==> config.mk <==
export PLATFORM = sky130hd
export DESIGN_NAME = fsm_step_arbiter_flat
export DESIGN_NICKNAME = d
export VERILOG_FILES = /design/src/rtl/fsm_step_arbiter_if.sv /design/src/rtl/fsm_step_arbiter.sv /design/src/flat_wrapper.sv
export SDC_FILE = /design/constraint.sdc
export NUM_CORES = 1
export LEC_CHECK = 0
export CAP_MARGIN = 20
export CORE_UTILIZATION = 33
export DETAILED_ROUTE_END_ITERATION = 16
export GPL_TIMING_DRIVEN = 0
export PLACE_DENSITY = 0.69
export SKIP_CTS_REPAIR_TIMING = 1
export SLEW_MARGIN = 15
export SYNTH_ARGS = -nofsm -noshare
export SYNTH_HDL_FRONTEND = slang
export SYNTH_SLANG_ARGS = --single-unit
==> constraint.sdc <==
create_clock -name clk -period 5.5 [get_ports clk]
set_input_delay 1.375 -clock clk [delete_from_list [all_inputs] [get_ports clk]]
set_output_delay 1.375 -clock clk [all_outputs]
set_load 0.05 [all_outputs]
==> src/rtl/fsm_step_arbiter_if.sv <==
// Requester/arbiter/FSM signal bundle for the stepped-FSM arbiter.
// The master side is the requesters plus the FSM; the slave side is the arbiter.
interface fsm_step_arbiter_if #(
    parameter int CNT_W = 16
);
    logic [2:0]       req;
    logic [8:0]       req_x;
    logic [2:0]       req_lock;
    logic             clr;
    logic [2:0]       gnt;
    logic             fsm_x1;
    logic             fsm_x2;
    logic             fsm_x3;
    logic             fsm_nreset;
    logic [2:0]       fsm_y;
    logic [2:0]       fsm_z;
    logic             rsp_valid;
    logic [1:0]       rsp_id;
    logic [2:0]       rsp_y;
    logic [2:0]       rsp_z;
    logic [CNT_W-1:0] step_cnt;

    modport master (
        output req, req_x, req_lock, clr, fsm_y, fsm_z,
        input  gnt, fsm_x1, fsm_x2, fsm_x3, fsm_nreset,
               rsp_valid, rsp_id, rsp_y, rsp_z, step_cnt
    );

    modport slave (
        input  req, req_x, req_lock, clr, fsm_y, fsm_z,
        output gnt, fsm_x1, fsm_x2, fsm_x3, fsm_nreset,
               rsp_valid, rsp_id, rsp_y, rsp_z, step_cnt
    );
endinterface

==> src/rtl/fsm_step_arbiter.sv <==
// Round-robin (with lock) arbiter sharing one stepped FSM among three requesters.
// A grant in cycle n drives the FSM in n+1 and returns its state/output in n+2.

module fsm_step_arbiter_lane (
    input  logic       gnt,
    input  logic       holder,
    input  logic       req,
    input  logic       lock,
    input  logic [2:0] x_slice,
    output logic       lock_hit,
    output logic [2:0] x_sel
);
    assign lock_hit = holder & req & lock;
    assign x_sel    = gnt ? x_slice : 3'b000;
endmodule

module fsm_step_arbiter #(
    parameter logic [2:0] IDLE_X = 3'b000,
    parameter int         CNT_W  = 16
) (
    input logic               clk,
    input logic               nreset,
    fsm_step_arbiter_if.slave bus
);
    localparam int NUM_REQ = 3;
    localparam int STAGES  = 2;

    logic [NUM_REQ-1:0]      last_oh;
    logic [1:0]              ptr;
    logic [NUM_REQ-1:0]      lock_hit;
    logic [NUM_REQ-1:0]      rr_oh;
    logic [NUM_REQ-1:0]      gnt_oh;
    logic [NUM_REQ-1:0][2:0] x_sel;
    logic [2:0]              x_gnt;
    logic [1:0]              gnt_id;
    logic                    gnt_any;
    logic                    run;
    logic [STAGES:1]         vld_pipe;
    logic [STAGES:1][1:0]    id_pipe;
    logic [2:0]              fsm_x_q;
    logic                    fsm_nreset_q;
    logic [CNT_W-1:0]        step_cnt_q;

    function automatic logic [1:0] rr_idx(input logic [1:0] base, input int k);
        int unsigned s;
        s = (32'(base) + 32'(k)) % 32'(NUM_REQ);
        return s[1:0];
    endfunction

    for (genvar i = 0; i < NUM_REQ; i++) begin : g_lane
        fsm_step_arbiter_lane u_lane (
            .gnt      (gnt_oh[i]),
            .holder   (last_oh[i]),
            .req      (bus.req[i]),
            .lock     (bus.req_lock[i]),
            .x_slice  (bus.req_x[3*i +: 3]),
            .lock_hit (lock_hit[i]),
            .x_sel    (x_sel[i])
        );
    end

    // Walk from lowest to highest priority so the highest-priority hit is written last.
    always_comb begin
        rr_oh = '0;
        for (int k = NUM_REQ - 1; k >= 0; k--) begin
            if (bus.req[rr_idx(ptr, k)]) begin
                rr_oh                 = '0;
                rr_oh[rr_idx(ptr, k)] = 1'b1;
            end
        end
    end

    assign run     = nreset & ~bus.clr;
    assign gnt_oh  = !run ? '0 : (|lock_hit) ? last_oh : rr_oh;
    assign gnt_any = |gnt_oh;
    assign gnt_id  = {gnt_oh[2], gnt_oh[1]};

    always_comb begin
        x_gnt = '0;
        for (int i = 0; i < NUM_REQ; i++) x_gnt = x_gnt | x_sel[i];
    end

    // A released lock resumes at holder+1, which is exactly where ptr already points.
    always_ff @(posedge clk) begin
        if (!nreset) begin
            ptr          <= '0;
            last_oh      <= '0;
            vld_pipe     <= '0;
            id_pipe      <= '0;
            fsm_x_q      <= IDLE_X;
            fsm_nreset_q <= 1'b0;
            step_cnt_q   <= '0;
        end else begin
            vld_pipe     <= {vld_pipe[STAGES-1:1], gnt_any};
            id_pipe      <= {id_pipe[STAGES-1:1], gnt_id};
            fsm_x_q      <= gnt_any ? x_gnt : IDLE_X;
            fsm_nreset_q <= ~bus.clr;
            if (vld_pipe[STAGES]) step_cnt_q <= step_cnt_q + CNT_W'(1);
            if (gnt_any) begin
                last_oh <= gnt_oh;
                ptr     <= (gnt_id == 2'd2) ? 2'd0 : gnt_id + 2'd1;
            end
        end
    end

    assign bus.gnt                            = gnt_oh;
    assign {bus.fsm_x1, bus.fsm_x2, bus.fsm_x3} = fsm_x_q;
    assign bus.fsm_nreset                     = fsm_nreset_q;
    assign bus.rsp_valid                      = vld_pipe[STAGES];
    assign bus.rsp_id                         = id_pipe[STAGES];
    assign bus.rsp_y                          = bus.fsm_y;
    assign bus.rsp_z                          = bus.fsm_z;
    assign bus.step_cnt                       = step_cnt_q;
endmodule

==> src/flat_wrapper.sv <==
// flat-port wrapper written by rule: the top's interface ports become plain ports
module fsm_step_arbiter_flat 
#(
    parameter logic [2:0] IDLE_X = 3'b000,
    parameter int         CNT_W  = 16
)
  (clk, nreset, bus_req, bus_req_x, bus_req_lock, bus_clr, bus_fsm_y, bus_fsm_z, bus_gnt, bus_fsm_x1, bus_fsm_x2, bus_fsm_x3, bus_fsm_nreset, bus_rsp_valid, bus_rsp_id, bus_rsp_y, bus_rsp_z, bus_step_cnt);
  fsm_step_arbiter_if #(.CNT_W(CNT_W)) bus_i ();
  input logic clk;
  input logic nreset;
  input wire logic [$bits(bus_i.req)-1:0] bus_req;
  input wire logic [$bits(bus_i.req_x)-1:0] bus_req_x;
  input wire logic [$bits(bus_i.req_lock)-1:0] bus_req_lock;
  input wire logic [$bits(bus_i.clr)-1:0] bus_clr;
  input wire logic [$bits(bus_i.fsm_y)-1:0] bus_fsm_y;
  input wire logic [$bits(bus_i.fsm_z)-1:0] bus_fsm_z;
  output wire logic [$bits(bus_i.gnt)-1:0] bus_gnt;
  output wire logic [$bits(bus_i.fsm_x1)-1:0] bus_fsm_x1;
  output wire logic [$bits(bus_i.fsm_x2)-1:0] bus_fsm_x2;
  output wire logic [$bits(bus_i.fsm_x3)-1:0] bus_fsm_x3;
  output wire logic [$bits(bus_i.fsm_nreset)-1:0] bus_fsm_nreset;
  output wire logic [$bits(bus_i.rsp_valid)-1:0] bus_rsp_valid;
  output wire logic [$bits(bus_i.rsp_id)-1:0] bus_rsp_id;
  output wire logic [$bits(bus_i.rsp_y)-1:0] bus_rsp_y;
  output wire logic [$bits(bus_i.rsp_z)-1:0] bus_rsp_z;
  output wire logic [$bits(bus_i.step_cnt)-1:0] bus_step_cnt;
  assign bus_i.req = bus_req;
  assign bus_i.req_x = bus_req_x;
  assign bus_i.req_lock = bus_req_lock;
  assign bus_i.clr = bus_clr;
  assign bus_i.fsm_y = bus_fsm_y;
  assign bus_i.fsm_z = bus_fsm_z;
  assign bus_gnt = bus_i.gnt;
  assign bus_fsm_x1 = bus_i.fsm_x1;
  assign bus_fsm_x2 = bus_i.fsm_x2;
  assign bus_fsm_x3 = bus_i.fsm_x3;
  assign bus_fsm_nreset = bus_i.fsm_nreset;
  assign bus_rsp_valid = bus_i.rsp_valid;
  assign bus_rsp_id = bus_i.rsp_id;
  assign bus_rsp_y = bus_i.rsp_y;
  assign bus_rsp_z = bus_i.rsp_z;
  assign bus_step_cnt = bus_i.step_cnt;
  fsm_step_arbiter #(.IDLE_X(IDLE_X), .CNT_W(CNT_W)) u_core (.clk(clk), .nreset(nreset), .bus(bus_i));
endmodule
==> results of run 1 <==
## layout make-up
| type | count | area [um^2] | share of cell area |
|---|---|---|---|
| inverters | 6 | 22.5 | 0.0101 |
| plain buffers | 16 | 110 | 0.0493 |
| well taps | 52 | 65.1 | 0.0291 |
| flip-flops and latches | 31 | 621 | 0.278 |
| clock inverters | 1 | 5.00 | 0.00224 |
| clock buffers | 7 | 76.3 | 0.0342 |
| repair buffers | 51 | 503 | 0.225 |
| multi-input cells | 112 | 830 | 0.372 |
## registers in the layout, summed over array words and instances (netlist names)
register,flops
u_core.bus.fsm_nreset,1
u_core.bus.rsp_id,2
u_core.bus.step_cnt,16
u_core.fsm_x_q,3
u_core.id_pipe,2
u_core.last_oh,3
u_core.ptr,2
u_core.vld_pipe,2
## cells in the final DEF, fill, tap and decap left out, types with 5 or more instances in the layout
master / Yosys / routed
and2_1: 17 / 17
nand3_1: 7 / 7
buf_4: 11 / 14
nand2_1: 12 / 12
clkbuf_1: 3 / 5
ha_1: 5 / 5
clkbuf_8: 0 / 5
inv_1: 6 / 6
xnor2_1: 11 / 11
dfxtp_1: 31 / 31
clkdlybuf4s50_1: 0 / 48
## routing by layer
metal  vias up  GRT usage  wire (um)
li1        674          -          -
met1       571      0.162       1460
met2        42      0.207       1360
met3         5     0.0422        182
met4         0     0.0556         38
met5         -          0          0
## through the flow
| stage | power (uW) | cells |
|---|---|---|
| floorplan | 371 | 165 |
| global placement | 420 | 265 |
| detailed placement | 421 | 265 |
| CTS | 588 | 273 |
| global route | 614 | 276 |
| finish | 584 | 276 |
## synth_stat cells (2+ instances only)
cell / instances / area [um^2]
dfxtp_1: 31 / 621
and2_1: 17 / 106
nand2_1: 12 / 45.0
buf_4: 11 / 82.6
xnor2_1: 11 / 96.3
nand3_1: 7 / 35.0
inv_1: 6 / 22.5
ha_1: 5 / 62.6
and3_1: 4 / 25.0
nor2_1: 4 / 15.0
nor2b_1: 4 / 25.0
a222oi_1: 3 / 30.0
a31oi_1: 3 / 18.8
clkbuf_1: 3 / 11.3
nand4_1: 3 / 18.8
nor3_1: 3 / 15.0
o21ai_0: 3 / 15.0
xor2_1: 3 / 26.3
a31oi_4: 2 / 42.5
mux2i_1: 2 / 20.0
o21a_1: 2 / 15.0
o21ai_2: 2 / 17.5
o21bai_1: 2 / 15.0
or2_1: 2 / 12.5
or3_1: 2 / 12.5
## kinds of logic after synthesis
logic type                 count (synthesis)  share of synthesized area
AOI/OAI and AO/OA                         26                      0.163
xor gates and xnor gates                  14                     0.0775
adders and majority gates                  5                     0.0395
buffers and inverters                     22                     0.0838
DFF                                       31                      0.392
muxes                                      2                     0.0126
and+or+nand+nor                           65                      0.232
## final timing paths
kind,slack (ns),cells past startpoint,endpoint,startpoint
worst max-delay path,0.19,6,bus_gnt[1],nreset
worst min-delay path,0.43,1,u_core.vld_pipe[2],u_core.vld_pipe[1]
worst max register to register,3.21,9,u_core.fsm_x_q[1],u_core.ptr[0]
worst min register to register,0.43,1,u_core.vld_pipe[2],u_core.vld_pipe[1]
## power groups by stage
stage	sequential [uW]	clock, uW	combinational, uW
6_report	252	165	168
3_3_place_gp	256	0	163
5_1_grt	254	180	181
4_1_cts	252	172	165
2_1_floorplan	277	0	94.1
3_5_place_dp	257	0	164
==> reports/metrics.cfg, run 1 <==
[routing]
routed_wirelength_mm = 3.04
wl_per_cell_um = 11.0
vias_per_cell = 4.68
drc = 2
num_vias = 1292
dr.pass1.iters = 10
drt_iter0_markers = 42
ant_nets = 0

[power_and_ir_drop]
intPower_uw = 403
comb_power_share = 0.287
p_switching_uw = 182
pwr-share-clk = 0.282
seqPwrFrac = 0.431
power_leakage_uw = 0.000884
powerDensity_mw_per_mm2 = 262
vdd.ir_drop.worst_v = 0.000123
switching_share = 0.311

[global_routing]
grtUsageTotal = 0.130
grt_pass1_wl_mm = 5.26
antenna_found_initial = 0
overflow = 0
grt_pass1_vias = 1226
grt_max_degree = 11

[cells_and_area]
drive_gt1_frac = 0.143
nFillCells = 431
utilization = 0.499
stdcell_area_mm2 = 0.00223
synthToLayoutAreaGrowth_pct = 41.0
fin_nets = 252
num_antenna_cells = 0

[critical_path]
cp_max_fo = 9
cp_top_family = buffers and inverters
path_cells = clkdlybuf4s50_1, nor2b_1, o21ai_0, a31oi_2, buf_4, clkdlybuf4s50_1
cp-start-kind = input pin
path_buf_inv = 3
cp_slowest_cell = clkdlybuf4s50_1
crit_top_cell = clkdlybuf4s50_1
arrival_ns = 3.93
critPathCaptureType = primary output
cpPeakStageDelay_ns = 0.79
cp.required_ns = 4.12
worst-setup-path-type = input pin to primary output

[synth]
async_flop_share = 0
syn_avg_cell_area_um2 = 9.59
synth_edf_count = 0
synth_cells = 165
synth_nets = 194
yosysUniqueCellTypes = 43
yosysSeqAreaShare = 0.392
ys.flop_type = dfxtp_1
synth_area_mm2 = 0.00158
synth_seq_cells = 31
yosys_warnings = 0

[timing]
period_needed_ns = 5.31
setup_slack_ns = 0.194
rsz0062_at_grt = no
post-route-period-util = 0.965
fmax_mhz = 188
hold_violations = 0
slew_headroom = 0.664
final.setup.tns_ns = 0
finalSetupViolations = 0
fin_skew_ns = 0.00391
report.final.slew_viol_count = 0
worst_pin_slew_ns = 0.502
holdWs_ns = 0.433

[floorplan]
die_h_um = 71.3
num_io_pins = 56
die_w_um = 71.3
rows = 24
dieArea_mm2 = 0.00508
core_mm2 = 0.00447
initial_core_util = 0.354

[clocking]
htreeDepth = 2
clk_latency_ns = 0.27
clk_path_buf_depth = 2
clock_sinks = 31
tritoncts = yes
cts.clk_slew.worst_paths_ns = 0.06
cts_buffers = 5
clock-root-buffer = clkbuf_8

[outcome]
run_status = finished, violations left
violations = design-rule violations

[placement]
dp_hpwl_mm = 2.29
placed_area_mm2 = 0.00213
dp_slack_ns = 0.125
io_buffer_count = 48
place_congestion = 0.745

[flow_run]
cap_violations = 0

[worst_hold_path]
min_path_type = register to register

(Power assumes the default switching activity.)
==> inputs of run 2 (changes only) <==
- clock period: 5.5 -> 6.1 ns (I/O delays scaled with it)
==> reports/metrics.cfg, run 2 (synthesized netlist as in run 1, its figures left out) <==
[global_routing]
grt_max_degree = 11
grtUsageTotal = 0.130
grt_pass1_wl_mm = 5.26
grt_pass1_vias = 1226
overflow = 0
antenna_found_initial = 0

[cells_and_area]
drive_gt1_frac = 0.131
final_cell_mix = 48 x clkdlybuf4s50_1, 31 x dfxtp_1, 17 x and2_1
synthToLayoutAreaGrowth_pct = 39.6
largest_register_ffs = 16
num_antenna_cells = 0
final_cells = 273
final_common_cell = clkdlybuf4s50_1
utilization = 0.494
fin_nets = 249

[power_and_ir_drop]
vdd.ir_drop.worst_v = 0.000111
pwr-share-clk = 0.285
powerDensity_mw_per_mm2 = 237
comb_power_share = 0.281
seqPwrFrac = 0.434
power_leakage_uw = 0.000871
switching_share = 0.312
p_switching_uw = 163
intPower_uw = 360

[timing]
rsz0062_at_grt = no
period_needed_ns = 5.67
worst_pin_slew_ns = 0.555
fin_skew_ns = 0.00418
final.setup.tns_ns = 0
finalSetupViolations = 0
holdWs_ns = 0.433
post-route-period-util = 0.930
report.final.slew_viol_count = 0
slew_headroom = 0.630
fmax_mhz = 176
hold_violations = 0

[floorplan]
num_io_pins = 56
die_h_um = 71.3
die_w_um = 71.3
core_mm2 = 0.00447
dieArea_mm2 = 0.00508
initial_core_util = 0.354
rows = 24

[routing]
drt_iter0_markers = 48
num_vias = 1288
routed_wirelength_mm = 3.01
ant_nets = 0
dr.pass1.iters = 10
drc = 2
wl_per_cell_um = 11.0
vias_per_cell = 4.72

[outcome]
violations = design-rule violations
run_status = finished, violations left

[clocking]
tritoncts = yes
cts.clk_slew.worst_paths_ns = 0.06
cts_buffers = 5
htreeDepth = 2
clk_path_buf_depth = 2
clock-root-buffer = clkbuf_8
clk_latency_ns = 0.27
clock_sinks = 31

[critical_path]
path_cells = clkdlybuf4s50_1, and3_1, a311oi_4, o21ai_2, a31oi_4, buf_4, clkdlybuf4s50_1
cp.required_ns = 4.58
critPathCaptureType = primary output
cp-start-kind = input pin
cp_slowest_cell = clkdlybuf4s50_1
arrival_ns = 4.15
worst-setup-path-type = input pin to primary output
cpPeakStageDelay_ns = 0.79
crit_top_cell = clkdlybuf4s50_1
r2r_cells = 9
cp_max_fo = 10

[placement]
placed_cells = 265
place_congestion = 0.745
io_buffer_count = 48
dp_hpwl_mm = 2.29

[worst_hold_path]
hold_path_depth = 1
min_path_type = register to register

[flow_run]
cap_violations = 0

==> run 2: cell count changes in the layout (fill, tap and decap cells not counted), sizes merged <==
cell,delta
buf,-3
==> run 2: power groups by stage <==
stage | Combinational, uW | Clock, uW | Sequential, uW
after floorplan | 84.9 | 0 | 250
after global placement | 147 | 0 | 231
after detailed placement | 148 | 0 | 232
after CTS | 149 | 155 | 227
after global routing | 158 | 162 | 229
final | 147 | 149 | 227
==> run 2: path summary, 6_finish.rpt <==
path	from	end	slack, ns
setup / recovery	bus_req[1]	bus_gnt[0]	0.43
hold / removal	u_core.vld_pipe[1]	u_core.vld_pipe[2]	0.43
setup reg to reg	u_core.ptr[0]	u_core.fsm_x_q[1]	3.79
hold reg to reg	u_core.vld_pipe[1]	u_core.vld_pipe[2]	0.43
==> run 2: cell type report <==
type | count | area [um^2]
fillers | 433 | 2260
multi-input cells | 112 | 830
flip-flops and latches | 31 | 621
repair buffers | 48 | 480
plain buffers | 16 | 110
clock buffers | 7 | 76.3
well taps | 52 | 65.1
inverters | 6 | 22.5
clock inverters | 1 | 5.00
==> run 2: metrics by stage <==
stage	total power [uW]	cell area, um^2	worst slack (ns)
6_report	523	2210	0.430
5_1_grt	549	2210	0.273
4_1_cts	530	2210	0.425
3_5_place_dp	380	2130	0.425
3_3_place_gp	378	2130	0.419
2_1_floorplan	335	1580	1.78
==> run 2: routing by layer <==
metal,wire length [um],up-vias,GRT usage,share of wire
met5,0,-,0,0
met4,38,0,0.0556,0.013
met3,175,5,0.0422,0.058
met2,1350,42,0.207,0.45
met1,1450,573,0.162,0.48
li1,-,668,-,-
==> run 2: worst max-delay path: cells and delay by family <==
family | cells | cell delay, ns
AOI/OAI and AO/OA | 3 | 0.91
buffers and inverters | 3 | 1.47
and+or+nand+nor | 1 | 0.24
==> RTL edit: new RTL, config.mk and constraints of run 2 <==
Reset style: asynchronous (`nreset`), changed in one clocked block.
--- a/src/rtl/fsm_step_arbiter.sv
+++ b/src/rtl/fsm_step_arbiter.sv
@@ -81,7 +81,7 @@
     end
 
     // A released lock resumes at holder+1, which is exactly where ptr already points.
-    always_ff @(posedge clk) begin
+    always_ff @(posedge clk or negedge nreset) begin
         if (!nreset) begin
             ptr          <= '0;
             last_oh      <= '0;
Function: differs if nreset is asserted again (counterexample within 4 cycles, from zero or initial values and one cycle with nreset low); with nreset held inactive, the same outputs for 4 cycles.
==> RTL edit against run 2 <==
Synthesized area up 2.8%. Sequential share of layout area up 5.4 points. Non-clock buffer count down 4. Routed wire length up 7.2%. Setup slack better by 73 ps. Fmax up 1.3%. Sequential cell count unchanged. Design area up 4.8%.
Power is not compared: it rests on default switching activity, and its combinational part moved more than twofold at a synthesized area within 25%.
==> RTL edit: results (changes against run 2) <==
ys_top_cells_by_area: "dfrtp_1, buf_4, xnor2_1, ha_1, nand2_1"  # was dfxtp_1, and2_1, xnor2_1, buf_4, ha_1
synth_cell_types: 40  # was 43
grt_pass1_wl_um: 5440  # was 5260 um
yosys-top-cells-count: "dfrtp_1, nand2_1, buf_4, xnor2_1, nand3_1"  # was dfxtp_1, and2_1, nand2_1, buf_4, xnor2_1
grt_use_met2_pct: 20.8  # was 20.7%
p_seq_share_pct: 31.4
slowest_stage: "clkdlybuf4s50_1"  # unchanged
wl_met2_um: 1530  # was 1350 um
gp_congestion: 0.885  # was 0.745
gr-usage-met1_pct: 18.0  # was 16.2%
syn_nets: 184  # was 194
first_iter_violations: 70  # was 48
dpl.cell_count: 271  # was 265
hp-start: "u_core.vld_pipe[1]"  # unchanged
outcome: "finished, final reports clean"  # was finished with violations
grt_pass1_vias: 1208  # was 1226
drt-pass1-iter-count: 4  # was 10
syn_inst: 155  # was 165
multi_input_area_um2: 743  # was 830 um^2
ys_warn_count: 0  # unchanged
relSlewSlack_pct: 53.7  # was 63.0%
async_flop_share_pct: 100  # was 0%
clk_path_buf_depth: 2  # unchanged
n_antenna_cell: 0  # unchanged
port_buffers: 49  # was 48
synthMuxAreaShare_pct: 2.61  # was 1.26%
die-area_mm2: 0.00522  # was 0.00508 mm^2
synth-xor-area-share_pct: 8.07  # was 7.75%
finalNetCount: 240  # was 249
seq_area_frac_synth_pct: 47.7  # was 39.2%
grt_use_met3_pct: 4.17  # was 4.22%
n_all_inverters: 7  # was 6
wl_um: 3230  # was 3010 um
drive_gt1_share_pct: 13.7  # was 13.1%
multi_input_cells: 106  # was 112
place_area_mm2: 0.00220  # was 0.00213 mm^2
synth_top_area_share_pct: 47.7  # was 39.2%
synth-compound-area-share_pct: 13.3  # was 16.3%
buffer_area_share_pct: 24.5  # was 26.7%
met1Wirelength_um: 1490  # was 1450 um
wl_met3_um: 160  # was 175 um
seqCellArea_um2: 776  # was 621 um^2
signal_buffers: 60  # was 64
total_power_w: 0.000982
fin_worst_skew_ps: 6.16  # was 4.18 ps
critPathArrivalTime_ps: 4070  # was 4150 ps
fillers: 443  # was 433
track_usage_pct: 13.7  # was 13.0%
synth-adder-area-share_pct: 3.84  # was 3.95%
place_hpwl_um: 2450  # was 2290 um
clock_tree_area_fraction_pct: 5.08  # was 3.68%
h-tree-depth: 2  # unchanged
wl_per_cell_um: 11.6  # was 11.0 um
timing.rr.start: "u_core.ptr[0]"  # unchanged
largest_register_ffs: 16  # unchanged
via_count: 1322  # was 1288
grt_max_degree: 34  # was 11
clock_buffers: 6  # was 7
RTL edit: cell types whose count changed after synthesis, moves of 4 or more:
| cell | delta |
|---|---|
| dfrtp_1 | +31 |
| dfxtp_1 | -31 |
| nor2b_1 | -4 |
| and2_1 | -16 |
| a22oi_1 | +5 |
RTL edit: worst paths after layout:
path | endpoint | slack [ps] | depth (start not counted)
max in group asynchronous | u_core.bus.fsm_nreset | 4360 | 1
min in group asynchronous | u_core.bus.step_cnt[4] | 1290 | 1
min | u_core.vld_pipe[2] | 340 | 0
min reg2reg | u_core.vld_pipe[2] | 340 | 0
max | bus_gnt[0] | 500 | 7
max reg2reg | u_core.ptr[1] | 3900 | 8
RTL edit: stage by stage:
step	util (%)	setup slack [ps]	setup TNS (ps)
CTS	49.0	512	0
floorplan	-	1990	0
detailed placement	46.5	524	0
finish	49.0	503	0
global route	49.0	347	0
global placement	46.6	-330	-817
